<file path="config.mk">
export PLATFORM = sky130hd
export DESIGN_NAME = axi_sram_slave
export DESIGN_NICKNAME = d
export VERILOG_FILES = /design/src/rtl/axi_pkg.sv /design/src/rtl/axi_addr_gen.sv /design/src/rtl/axi_sram_slave.sv
export SDC_FILE = /design/constraint.sdc
export NUM_CORES = 1
export LEC_CHECK = 0
export ABC_AREA = 0
export CAP_MARGIN = 20
export CELL_PAD_IN_SITES_DETAIL_PLACEMENT = 1
export CELL_PAD_IN_SITES_GLOBAL_PLACEMENT = 2
export CORE_ASPECT_RATIO = 0.6
export CORE_MARGIN = 4
export CORE_UTILIZATION = 23
export CTS_BUF_LIST = sky130_fd_sc_hd__clkbuf_8
export CTS_CLUSTER_DIAMETER = 40
export DETAILED_ROUTE_END_ITERATION = 6
export PLACE_DENSITY_LB_ADDON = 0.1
export SKIP_CTS_REPAIR_TIMING = 1
export SLEW_MARGIN = 0
export SYNTH_ARGS = -nofsm -noshare
export SYNTH_HDL_FRONTEND = slang
export SYNTH_HIERARCHICAL = 1
export SYNTH_SLANG_ARGS = --single-unit
</file>
<file path="constraint.sdc">
create_clock -name clk -period 6 [get_ports clk]
set_input_delay 0.9 -clock clk [delete_from_list [all_inputs] [get_ports clk]]
set_output_delay 0.9 -clock clk [all_outputs]
set_load 0.01 [all_outputs]
</file>
<file path="src/rtl/axi_pkg.sv">
// Shared AXI definitions for the SRAM slave: response and burst encodings,
// controller state type, and the per-beat address step.
package axi_pkg;

  localparam logic [1:0] RESP_OKAY   = 2'b00;
  localparam logic [1:0] RESP_SLVERR = 2'b10;

  localparam logic [1:0] BURST_FIXED = 2'b00;
  localparam logic [1:0] BURST_INCR  = 2'b01;
  localparam logic [1:0] BURST_WRAP  = 2'b10;

  typedef enum logic [2:0] {
    IDLE,
    RD_REQ,
    RD_WAIT,
    RD_RESP,
    WR_DATA,
    WR_RESP
  } state_e;

  // WRAP is stepped like INCR; wrap boundaries are not modelled.
  function automatic logic [31:0] next_addr(input logic [31:0] addr,
                                            input logic [2:0]  size,
                                            input logic [1:0]  burst);
    logic [31:0] step;
    step = 32'd1 << size;
    if (burst == BURST_FIXED) return addr;
    return addr + step;
  endfunction

endpackage

</file>
<file path="src/rtl/axi_addr_gen.sv">
// Burst address generator shared by the read and write paths: holds the
// current beat address and remaining beat count, and flags illegal requests.
module axi_addr_gen
  import axi_pkg::*;
#(
  parameter int unsigned ADDR_WIDTH = 16
) (
  input  logic                  clk,
  input  logic                  resetn,
  input  logic                  load,
  input  logic                  advance,
  input  logic [31:0]           addr_in,
  input  logic [7:0]            len_in,
  input  logic [2:0]            size_in,
  input  logic [1:0]            burst_in,
  output logic [ADDR_WIDTH-1:0] word_addr,
  output logic                  last,
  output logic                  err
);

  logic [31:0] addr_q, addr_d;
  logic [2:0]  size_q, size_d;
  logic [1:0]  burst_q, burst_d;
  logic [7:0]  cnt_q, cnt_d;
  logic        err_q, err_d;

  // The error is judged once from the request and then held for every beat.
  always_comb begin
    addr_d  = addr_q;
    size_d  = size_q;
    burst_d = burst_q;
    cnt_d   = cnt_q;
    err_d   = err_q;
    if (load) begin
      addr_d  = addr_in;
      size_d  = size_in;
      burst_d = burst_in;
      cnt_d   = len_in;
      err_d   = (addr_in[31:ADDR_WIDTH+2] != '0) || (len_in > 8'd15) ||
                (size_in > 3'd2);
    end else if (advance) begin
      addr_d = next_addr(addr_q, size_q, burst_q);
      cnt_d  = cnt_q - 8'd1;
    end
  end

  always_ff @(posedge clk) begin
    if (!resetn) begin
      addr_q  <= '0;
      size_q  <= '0;
      burst_q <= '0;
      cnt_q   <= '0;
      err_q   <= 1'b0;
    end else begin
      addr_q  <= addr_d;
      size_q  <= size_d;
      burst_q <= burst_d;
      cnt_q   <= cnt_d;
      err_q   <= err_d;
    end
  end

  assign word_addr = addr_q[ADDR_WIDTH+1:2];
  assign last      = (cnt_q == 8'd0);
  assign err       = err_q;

endmodule

</file>
<file path="src/rtl/axi_sram_slave.sv">
// AXI3 slave serving one read or write burst at a time from a single-port
// synchronous SRAM with one cycle of read latency.
module axi_sram_slave
  import axi_pkg::*;
#(
  parameter int unsigned ADDR_WIDTH = 16,
  parameter int unsigned ID_WIDTH   = 4
) (
  input  logic                  clk,
  input  logic                  resetn,
  input  logic [ID_WIDTH-1:0]   arid,
  input  logic [31:0]           araddr,
  input  logic [7:0]            arlen,
  input  logic [2:0]            arsize,
  input  logic [1:0]            arburst,
  input  logic                  arvalid,
  output logic                  arready,
  output logic [ID_WIDTH-1:0]   rid,
  output logic [31:0]           rdata,
  output logic [1:0]            rresp,
  output logic                  rlast,
  output logic                  rvalid,
  input  logic                  rready,
  input  logic [ID_WIDTH-1:0]   awid,
  input  logic [31:0]           awaddr,
  input  logic [7:0]            awlen,
  input  logic [2:0]            awsize,
  input  logic [1:0]            awburst,
  input  logic                  awvalid,
  output logic                  awready,
  input  logic [ID_WIDTH-1:0]   wid,
  input  logic [31:0]           wdata,
  input  logic [3:0]            wstrb,
  input  logic                  wlast,
  input  logic                  wvalid,
  output logic                  wready,
  output logic [ID_WIDTH-1:0]   bid,
  output logic [1:0]            bresp,
  output logic                  bvalid,
  input  logic                  bready,
  output logic                  ram_en,
  output logic [3:0]            ram_we,
  output logic [ADDR_WIDTH-1:0] ram_addr,
  output logic [31:0]           ram_wdata,
  input  logic [31:0]           ram_rdata
);

  state_e                state_q, state_d;
  logic                  rr_q, rr_d;  // 1: read wins a simultaneous request
  logic [ID_WIDTH-1:0]   id_q, id_d;
  logic [31:0]           rdata_q, rdata_d;
  logic                  wr_err_q, wr_err_d;

  logic                  ag_load, ag_advance, ag_last, ag_err;
  logic [ADDR_WIDTH-1:0] ag_word_addr;
  logic [31:0]           ld_addr;
  logic [7:0]            ld_len;
  logic [2:0]            ld_size;
  logic [1:0]            ld_burst;

  logic                  unused_wid;
  assign unused_wid = ^wid;

  axi_addr_gen #(.ADDR_WIDTH(ADDR_WIDTH)) u_addr_gen (
    .clk      (clk),
    .resetn   (resetn),
    .load     (ag_load),
    .advance  (ag_advance),
    .addr_in  (ld_addr),
    .len_in   (ld_len),
    .size_in  (ld_size),
    .burst_in (ld_burst),
    .word_addr(ag_word_addr),
    .last     (ag_last),
    .err      (ag_err)
  );

  always_comb begin
    state_d    = state_q;
    rr_d       = rr_q;
    id_d       = id_q;
    rdata_d    = rdata_q;
    wr_err_d   = wr_err_q;
    arready    = 1'b0;
    awready    = 1'b0;
    wready     = 1'b0;
    rvalid     = 1'b0;
    bvalid     = 1'b0;
    ram_en     = 1'b0;
    ram_we     = '0;
    ram_wdata  = '0;
    ag_load    = 1'b0;
    ag_advance = 1'b0;
    ld_addr    = awaddr;
    ld_len     = awlen;
    ld_size    = awsize;
    ld_burst   = awburst;
    unique case (state_q)
      IDLE: begin
        awready = awvalid & (~arvalid | ~rr_q);
        arready = arvalid & (~awvalid | rr_q);
        if (awready) begin
          ag_load  = 1'b1;
          id_d     = awid;
          wr_err_d = 1'b0;
          state_d  = WR_DATA;
        end else if (arready) begin
          ag_load  = 1'b1;
          id_d     = arid;
          ld_addr  = araddr;
          ld_len   = arlen;
          ld_size  = arsize;
          ld_burst = arburst;
          state_d  = RD_REQ;
        end
      end
      RD_REQ: begin
        ram_en  = ~ag_err;
        state_d = RD_WAIT;
      end
      RD_WAIT: begin
        rdata_d = ag_err ? '0 : ram_rdata;
        state_d = RD_RESP;
      end
      RD_RESP: begin
        rvalid = 1'b1;
        if (rready) begin
          if (ag_last) begin
            state_d = IDLE;
            rr_d    = ~rr_q;
          end else begin
            ag_advance = 1'b1;
            state_d    = RD_REQ;
          end
        end
      end
      WR_DATA: begin
        wready = 1'b1;
        if (wvalid) begin
          ram_en    = ~ag_err;
          ram_we    = ag_err ? 4'b0000 : wstrb;
          ram_wdata = wdata;
          if (wlast != ag_last) wr_err_d = 1'b1;
          if (ag_last) state_d = WR_RESP;
          else         ag_advance = 1'b1;
        end
      end
      WR_RESP: begin
        bvalid = 1'b1;
        if (bready) begin
          state_d = IDLE;
          rr_d    = ~rr_q;
        end
      end
      default: state_d = IDLE;
    endcase
  end

  always_ff @(posedge clk) begin
    if (!resetn) begin
      state_q  <= IDLE;
      rr_q     <= 1'b0;
      id_q     <= '0;
      rdata_q  <= '0;
      wr_err_q <= 1'b0;
    end else begin
      state_q  <= state_d;
      rr_q     <= rr_d;
      id_q     <= id_d;
      rdata_q  <= rdata_d;
      wr_err_q <= wr_err_d;
    end
  end

  assign rid      = id_q;
  assign rdata    = rdata_q;
  assign rresp    = (rvalid && ag_err) ? RESP_SLVERR : RESP_OKAY;
  assign rlast    = rvalid & ag_last;
  assign bid      = id_q;
  assign bresp    = (bvalid && (ag_err || wr_err_q)) ? RESP_SLVERR : RESP_OKAY;
  assign ram_addr = ag_word_addr;

endmodule

</file>
Yosys cells after proc, flatten, opt, wreduce, memory -nomap -nowiden
Cells that the tools add are included.
- input bits: 178
- output and inout bits: 103
- word-level logic and storage cells: 117
- register bits after elaboration: 87
- mux-type cells: 60
- bitwise operators: 9
- $add $sub $neg: 2
- shifts and indexed selects: 1
- order comparisons: 2
- eq/ne operators: 15
- reductions and logical operators: 18
- operator list (kind ; number):
    $mux 32 ; 9
    $mux 8 ; 5
    $add 32x32->32 ; 1
    $shl 1x3->32 const A ; 1
    $mux 3 ; 9
    $mux 1 ; 22
    $mux 4 ; 5
    $pmux 3 s6 ; 1
    $ne 2x2->1 const B ; 7
    $reduce_bool 14->1 ; 1
    $mux 2 ; 5
    $gt 8x4->1 const B ; 1
    $logic_not 8->1 ; 1
    $pmux 1 s2 ; 4
    $reduce_and 4->1 ; 2
    $reduce_bool 2->1 ; 4
    $sub 8x1->8 const B ; 1
    $eq 3x2->1 const B ; 2
    $eq 3x3->1 const B ; 2
    $ne 3x3->1 const B ; 2
    $reduce_and 5->1 ; 1
    $not 1->1 ; 4
    $reduce_and 2->1 ; 2
    $and 1x1->1 ; 3
    8 further kinds ; 12

Logic depth before layout (Yosys ltp)
Gate-level depths: netlist (run 1).
- depth in word-level cells: 10
- depth in mapped cells: 11
- gate-level depth less buffers: 9

By module
The synthesis (run 1) kept the hierarchy.
- modules (own cells, without submodules) (module ; area each (µm²) ; cells each ; seq. area each (µm²) ; times used):
    axi_sram_slave ; 2768.9 ; 322 ; 820.8 ; 1
    axi_addr_gen ; 2222.1 ; 265 ; 640.6 ; 1

Worst setup path after synthesis (run 1)
Ideal clock, no wire load.
- kind: reg-to-output
- from: register u_addr_gen.cnt_q[2]
- to: output rlast
- setup slack: 3281 ps
- arrival: 1819 ps
- path buffers: 0
- data required time: 5100 ps
- stages on the path, launching flop included: 4
- cells stage by stage: dfxtp_1 or4_4 nor4b_1 and3_1
- longest elaborated chain between the ends: 2
- RTL lines (element ; RTL line ; text):
    from (decl) ; axi_addr_gen.sv:24 ; logic [7:0] cnt_q, cnt_d;
    from (signal assigned) ; axi_addr_gen.sv:58 ; cnt_q <= cnt_d;
    $logic_not 8->1 ; axi_addr_gen.sv:64 ; assign last = (cnt_q == 8'd0);
    net ag_last ; axi_sram_slave.sv:54 ; logic ag_load, ag_advance, ag_last, ag_err;
    $and 1x1->1 ; axi_sram_slave.sv:178 ; assign rlast = rvalid & ag_last;
    to (decl) ; axi_sram_slave.sv:21 ; output logic rlast,
The timed path passes the listed nets, and every way through them passes these cells.

Worst setup path in the final report (run 1)
- from: input wvalid
- to: output ram_we[3]
- longest elaborated chain between the ends: 2
- RTL lines (element ; RTL line ; text):
    from (decl) ; axi_sram_slave.sv:35 ; input logic wvalid,
    $mux 4 ; axi_sram_slave.sv:139 ; if (wvalid) begin
    $mux 4 ; axi_sram_slave.sv:98 ; unique case (state_q)
    to (decl) ; axi_sram_slave.sv:42 ; output logic [3:0] ram_we,
No other way between the ends.

==> run summary, run 1 <==
Final nets: 1006
Unique masters post-synth: 66
Syn Inst Count: 587
WP data required: 5.10 ns
Wirelength per Cell: 18.35 um
Iter 0 DRT Violations: 170
min cycle time layout: 4.157 ns
Final Max Tran Viols: 0
DRC: 0
Rows: 41
Max-Slew Margin vs Limit: 38.47%
CTS Buf Count: 9
RSZ-0062 raised after global routing: false
clock buffer depth: 2
FILL cells: 2462
DIE AREA: 24200 sq um
final hold violations: 0
drt total wl: 20200 um
routability congestion estimate from global placement: 0.7616
Initial Util: 23.56%
All-Layer GR Usage: 16.20%
top post-synthesis cells by count: dfxtp_1 (73), nand2_1 (68), mux2_1 (39)
I/O Pins: 281
ANT nets after route: 0
critical path arrival: 3.26 ns
chip height: 122.1 um
Leakage: 3.092 nW
EDFF count, synth: 0
GRT overflow: 0
initial antenna violation count: 0
global-route wire length before repair: 30820 um
WS Path Type: in2out
Synth warnings: 6
layout cell share with drive strength beyond 1: 5.718%
Avg Inst Size Synth: 8.503 sq um
DR pass1 iterations: 4
CTS clock-pin slew for the worst setup and hold paths: 0.09 ns
number of max-cap violations: 0
vias in the first global route: 5529
n_diodes: 0
class of the worst hold path: reg2reg
Seq/Total Area, Yosys: 29.28%
clock sink total: 73
IR drop worst, VDD: 0.1278 mV
Worst Tran Pin Value: 0.9201 ns
setup_tns: 0 ns
status: complete, no violations
die width: 198.2 um
crit end category: primary output
DP Cell Count: 1084
H-tree depth: 3
dominant synthesized flop cell: dfxtp_1
pwr dens: 240.2 nW/um^2
Layout area overhead: 61.19%
Core ar.: 21190 sq um
skew final: 0.01506 ns
Clock Latency Late Sink: 0.37 ns
largest net degree at the start of global routing: 48
FFs w/ async S/R, synth: 0%
Synth area leaders: dfxtp_1 (29%), mux2_1 (8.8%), nand2_1 (5.1%)
Non-Filler Instances: 1101
CP Max Fanout: 35
most numerous cell in the Yosys netlist: dfxtp_1
Synth Cell Area: 4991 sq um
clk root buf: clkbuf_8
routed vias: 5181
Port Buffers: 274
Yosys top cell by area: dfxtp_1
CP Launch Type: input port
Via density: 4.706
Final Cycle Share: 69.28%
CTS tree: yes
Max Fclk: 240.6 MHz
final setup fails: 0
post-synthesis register bit count: 73
DPL Wire Length: 15740 um
Synth top area share: 29.28%
[registers in the layout (all words and copies together) (netlist names)]
name	count
u_addr_gen/burst_q	2
bid	4
state_q	3
u_addr_gen/cnt_q	8
u_addr_gen/addr_q	18
rr_q	1
rdata	32
u_addr_gen/size_q	3
wr_err_q	1
u_addr_gen/err	1
[worst max-delay path, cell delays in order]
cell             delay, ns
clkdlybuf4s50_1       1.07
and2_1                0.29
nor2b_1               0.27
and2_1                0.17
clkdlybuf4s50_1       0.55
[power by group]
part           internal [mW]  switching [mW]  leakage, nW
clock network          0.252           0.221        0.118
registers              0.557          0.0919        0.598
logic                  0.435           0.375         2.38
[routing by layer]
metal,share of wire [%],vias to the layer above,wire [um],global-route usage [%]
li1,-,2529,-,-
met1,48,2470,9669,22.16
met2,44,167,8949,25.51
met3,6.9,15,1384,4.726
met4,0.99,0,199,3.353
met5,0,-,0,0
[layout by cell type, fill, tap and decap left out, types with 3 or more instances in the layout]
master / n
mux2i_1: 7
a31oi_1: 4
clkbuf_8: 10
nor3b_1: 6
clkdlybuf4s50_1: 273
nand2_1: 68
o21a_1: 6
xor2_1: 3
nand3b_1: 33
a21oi_1: 22
nand2b_1: 6
nor2_1: 12
nor3_1: 8
xnor2_1: 14
a21boi_1: 12
nand3_1: 12
a21boi_0: 23
buf_4: 8
and2_1: 12
nor4_1: 5
inv_1: 10
nor4b_1: 3
a21o_1: 4
mux2_2: 6
o21ai_1: 3
o21ai_0: 18
ha_1: 10
dfxtp_1: 73
a211oi_1: 4
mux2_1: 39
o211a_1: 12
inv_6: 4
and3_1: 38
nor2b_1: 11
[final timing paths]
kind	startpoint	endpoint	slack, ns	cells past startpoint
hold reg to reg	rdata[5]	rdata[5]	0.46	2
setup / recovery	wvalid	ram_we[3]	1.84	5
setup reg to reg	state_q[1]	u_addr_gen/addr_q[16]	2.88	9
hold / removal	rdata[5]	rdata[5]	0.46	2
[cells by family after synthesis]
logic type / after synthesis / share of synthesized area (%)
other: 1 / 0.07513
multiplexers: 52 / 11.56
XOR/XNOR: 17 / 2.983
adder cells (fa/ha/maj): 11 / 2.908
AND/OR/NAND/NOR: 230 / 26.65
AO/OA/AOI/OAI: 128 / 18.50
buffers and inverters: 75 / 8.047
flip-flops: 73 / 29.28
[layout make-up]
type,count,area [sq um],area share (%)
sequential,73,1461,18.16
multi-input combinational,440,3139,39.02
clock buffer,10,137.6,1.711
timing repair buffer,283,2825,35.12
clock inverter,6,95.09,1.182
inverter,10,37.54,0.4666
tap,279,349.1,4.339
[metrics by stage]
stage | util [%] | cell area, sq um | power [mW] | hold WS [ns] | setup slack [ns]
finish | 37.97 | 8045 | 1.932 | 0.4559 | 1.843
CTS | 37.94 | 8038 | 1.973 | 0.4600 | 1.777
floorplan | - | 4995 | 1.120 | 0.4659 | 3.281
global placement | 36.71 | 7777 | 1.446 | 0.4375 | 1.839
detailed placement | 36.84 | 7805 | 1.478 | 0.4473 | 1.792
global route | 37.97 | 8045 | 2.067 | 0.4804 | 1.597
Power figures use the tool's default switching activity.
==> run 2: changes to the inputs <==
--- a/config.mk
+++ b/config.mk
@@ -11,7 +11,7 @@
 export CELL_PAD_IN_SITES_GLOBAL_PLACEMENT = 2
 export CORE_ASPECT_RATIO = 0.6
 export CORE_MARGIN = 4
-export CORE_UTILIZATION = 23
+export CORE_UTILIZATION = 21
 export CTS_BUF_LIST = sky130_fd_sc_hd__clkbuf_8
 export CTS_CLUSTER_DIAMETER = 40
 export DETAILED_ROUTE_END_ITERATION = 6
==> constraint.sdc (replaced) <==
create_clock -name clk -period 4 [get_ports clk]
set_input_delay 0.6 -clock clk [delete_from_list [all_inputs] [get_ports clk]]
set_output_delay 0.6 -clock clk [all_outputs]
set_load 0.01 [all_outputs]
==> run 2 against run 1 <==
Sequential power increased by 49%. Highest routed layer unchanged. Combinational power increased by 51%. Clock skew increased by 0.00073 ns. Die area increased by 9.0%. Largest cell class unchanged. Final cell count increased by 3.6%. Final area increased by 0.51%. Hold slack improved by 0.0030 ns. Non-clock buffer count increased by 3. Critical path type is now reg2reg.
==> run summary, run 2 (same netlist as run 1, synthesis figures left out) <==
critical path arrival: 3.41 ns
commonest non-fill, non-tap cell in the layout: clkdlybuf4s50_1
RSZ-0062 raised after global routing: false
crit end category: register
WP data required: 4.26 ns
Core ar.: 23240 sq um
CP Max Fanout: 16
WS Path Type: reg2reg
reg2reg path depth: 9
DRC: 0
FF-to-FF End: u_addr_gen/addr_q[16]
routed vias: 5127
FILL cells: 2694
Via density: 4.493
H-tree depth: 3
Clock Latency Late Sink: 0.37 ns
Wirelength per Cell: 18.13 um
ANT nets after route: 0
DP Cell Count: 1124
CTS Buf Count: 9
IR drop worst, VDD: 0.1164 mV
class of the worst hold path: reg2reg
I/O Pins: 281
Max stage delay on crit path: 0.69 ns
Non-Filler Instances: 1141
CP cell instances: nor2b_1 -> and2_1 -> a21oi_1 -> nor2_1 -> o2111a_1 -> o21ai_2 -> a31o_2 -> o21a_1 -> o311a_1
final hold violations: 0
skew final: 0.01579 ns
Iter 0 DRT Violations: 220
CTS tree: yes
DPL Wire Length: 16250 um
reg2reg setup slack: 0.84 ns
clk root buf: clkbuf_8
Rows: 43
global-route wire length before repair: 32350 um
Final Max Tran Viols: 0
final core utilization: 34.79%
Final nets: 1009
Critical R2R Launch: state_q[1]
Max Fclk: 316.9 MHz
Layout area overhead: 62.02%
min-delay src: rdata[28]
initial antenna violation count: 1
CTS clock-pin slew for the worst setup and hold paths: 0.09 ns
chip height: 127.4 um
Worst Tran Pin Value: 0.6193 ns
slowest CP cell: dfxtp_1
Max-Slew Margin vs Limit: 58.34%
Min-Delay Endpoint: rdata[28]
vias in the first global route: 5507
number of max-cap violations: 0
clock buffer depth: 2
max FFs per register: 32
clock sink total: 73
largest net degree at the start of global routing: 42
routability congestion estimate from global placement: 0.8365
Leakage: 3.095 nW
setup_tns: 0 ns
Initial Util: 21.47%
die width: 207.0 um
most frequent cells in the layout: clkdlybuf4s50_1 (273), dfxtp_1 (73), nand2_1 (68)
DIE AREA: 26380 sq um
All-Layer GR Usage: 15.27%
layout cell share with drive strength beyond 1: 6.061%
CP Launch Type: register
GRT overflow: 0
status: complete, no violations
final setup fails: 0
drt total wl: 20690 um
number of stages on the worst hold path: 2
Final Cycle Share: 78.90%
Port Buffers: 274
pwr dens: 355.4 nW/um^2
DR pass1 iterations: 4
min cycle time layout: 3.156 ns
## run 2: changes by cell type in the layout (fill, tap and decap cells not counted)
cell / previous run / this run
o21ai_1: 3 / 2
inv_6: 4 / 2
o21ai_0: 18 / 19
buf_4: 8 / 12
clkbuf_8: 10 / 9
buf_16: 1 / 0
diode_2: 0 / 1
clkinv_2: 0 / 1
clkinv_4: 0 / 2
## run 2: how the worst max path moves through the flow
stage                         from               endpoint  slack [ns]  depth (start not counted)
6_report                state_q[1]  u_addr_gen/addr_q[16]        0.84                          9
5_1_grt                 state_q[1]  u_addr_gen/addr_q[16]        0.58                          9
4_1_cts        u_addr_gen/cnt_q[2]                  rlast        0.78                          5
3_5_place_dp               arvalid         u_addr_gen/err        0.72                          6
3_3_place_gp                wvalid  u_addr_gen/addr_q[16]        0.84                          9
2_1_floorplan  u_addr_gen/cnt_q[2]  u_addr_gen/addr_q[14]        1.31                          9
## run 2: layer usage
metal / track usage, % / wire (um)
met5: 0 / 0
met4: 3.652 / 216
met3: 3.779 / 981
met2: 23.02 / 9082
met1: 21.96 / 10410
## run 2: per-stage QoR
step	power, mW	area [sq um]	hold WS (ns)	setup WS [ns]
global placement	2.185	7860	0.4363	0.8403
detailed placement	2.221	7860	0.4522	0.7231
floorplan	1.680	4995	0.4659	1.309
finish	2.874	8087	0.4589	0.8442
CTS	2.936	8084	0.4641	0.7760
global route	3.090	8087	0.4723	0.5825
## run 2: worst max-delay path, delay by kind of cell (launching register included)
| family | cells | cell delay, ns |
|---|---|---|
| AO/OA/AOI/OAI | 6 | 1.36 |
| AND/OR/NAND/NOR | 3 | 1.01 |
| flip-flops | 1 | 0.69 |
## run 2: layout make-up
class | instances | area [sq um] | share of cell area [%]
Antenna cell | 1 | 2.502 | 0.03095
Clock buffer | 9 | 123.9 | 1.532
Clock inverter | 7 | 100.1 | 1.238
Inverter | 10 | 37.54 | 0.4642
Multi-Input combinational cell | 440 | 3139 | 38.82
Sequential cell | 73 | 1461 | 18.07
Tap cell | 315 | 394.1 | 4.874
Timing Repair Buffer | 286 | 2828 | 34.97
## run 2: power breakdown
group | switching, mW | internal, mW | leakage (nW)
clock | 0.330 | 0.357 | 0.114
sequential | 0.132 | 0.835 | 0.598
combinational | 0.572 | 0.648 | 2.38
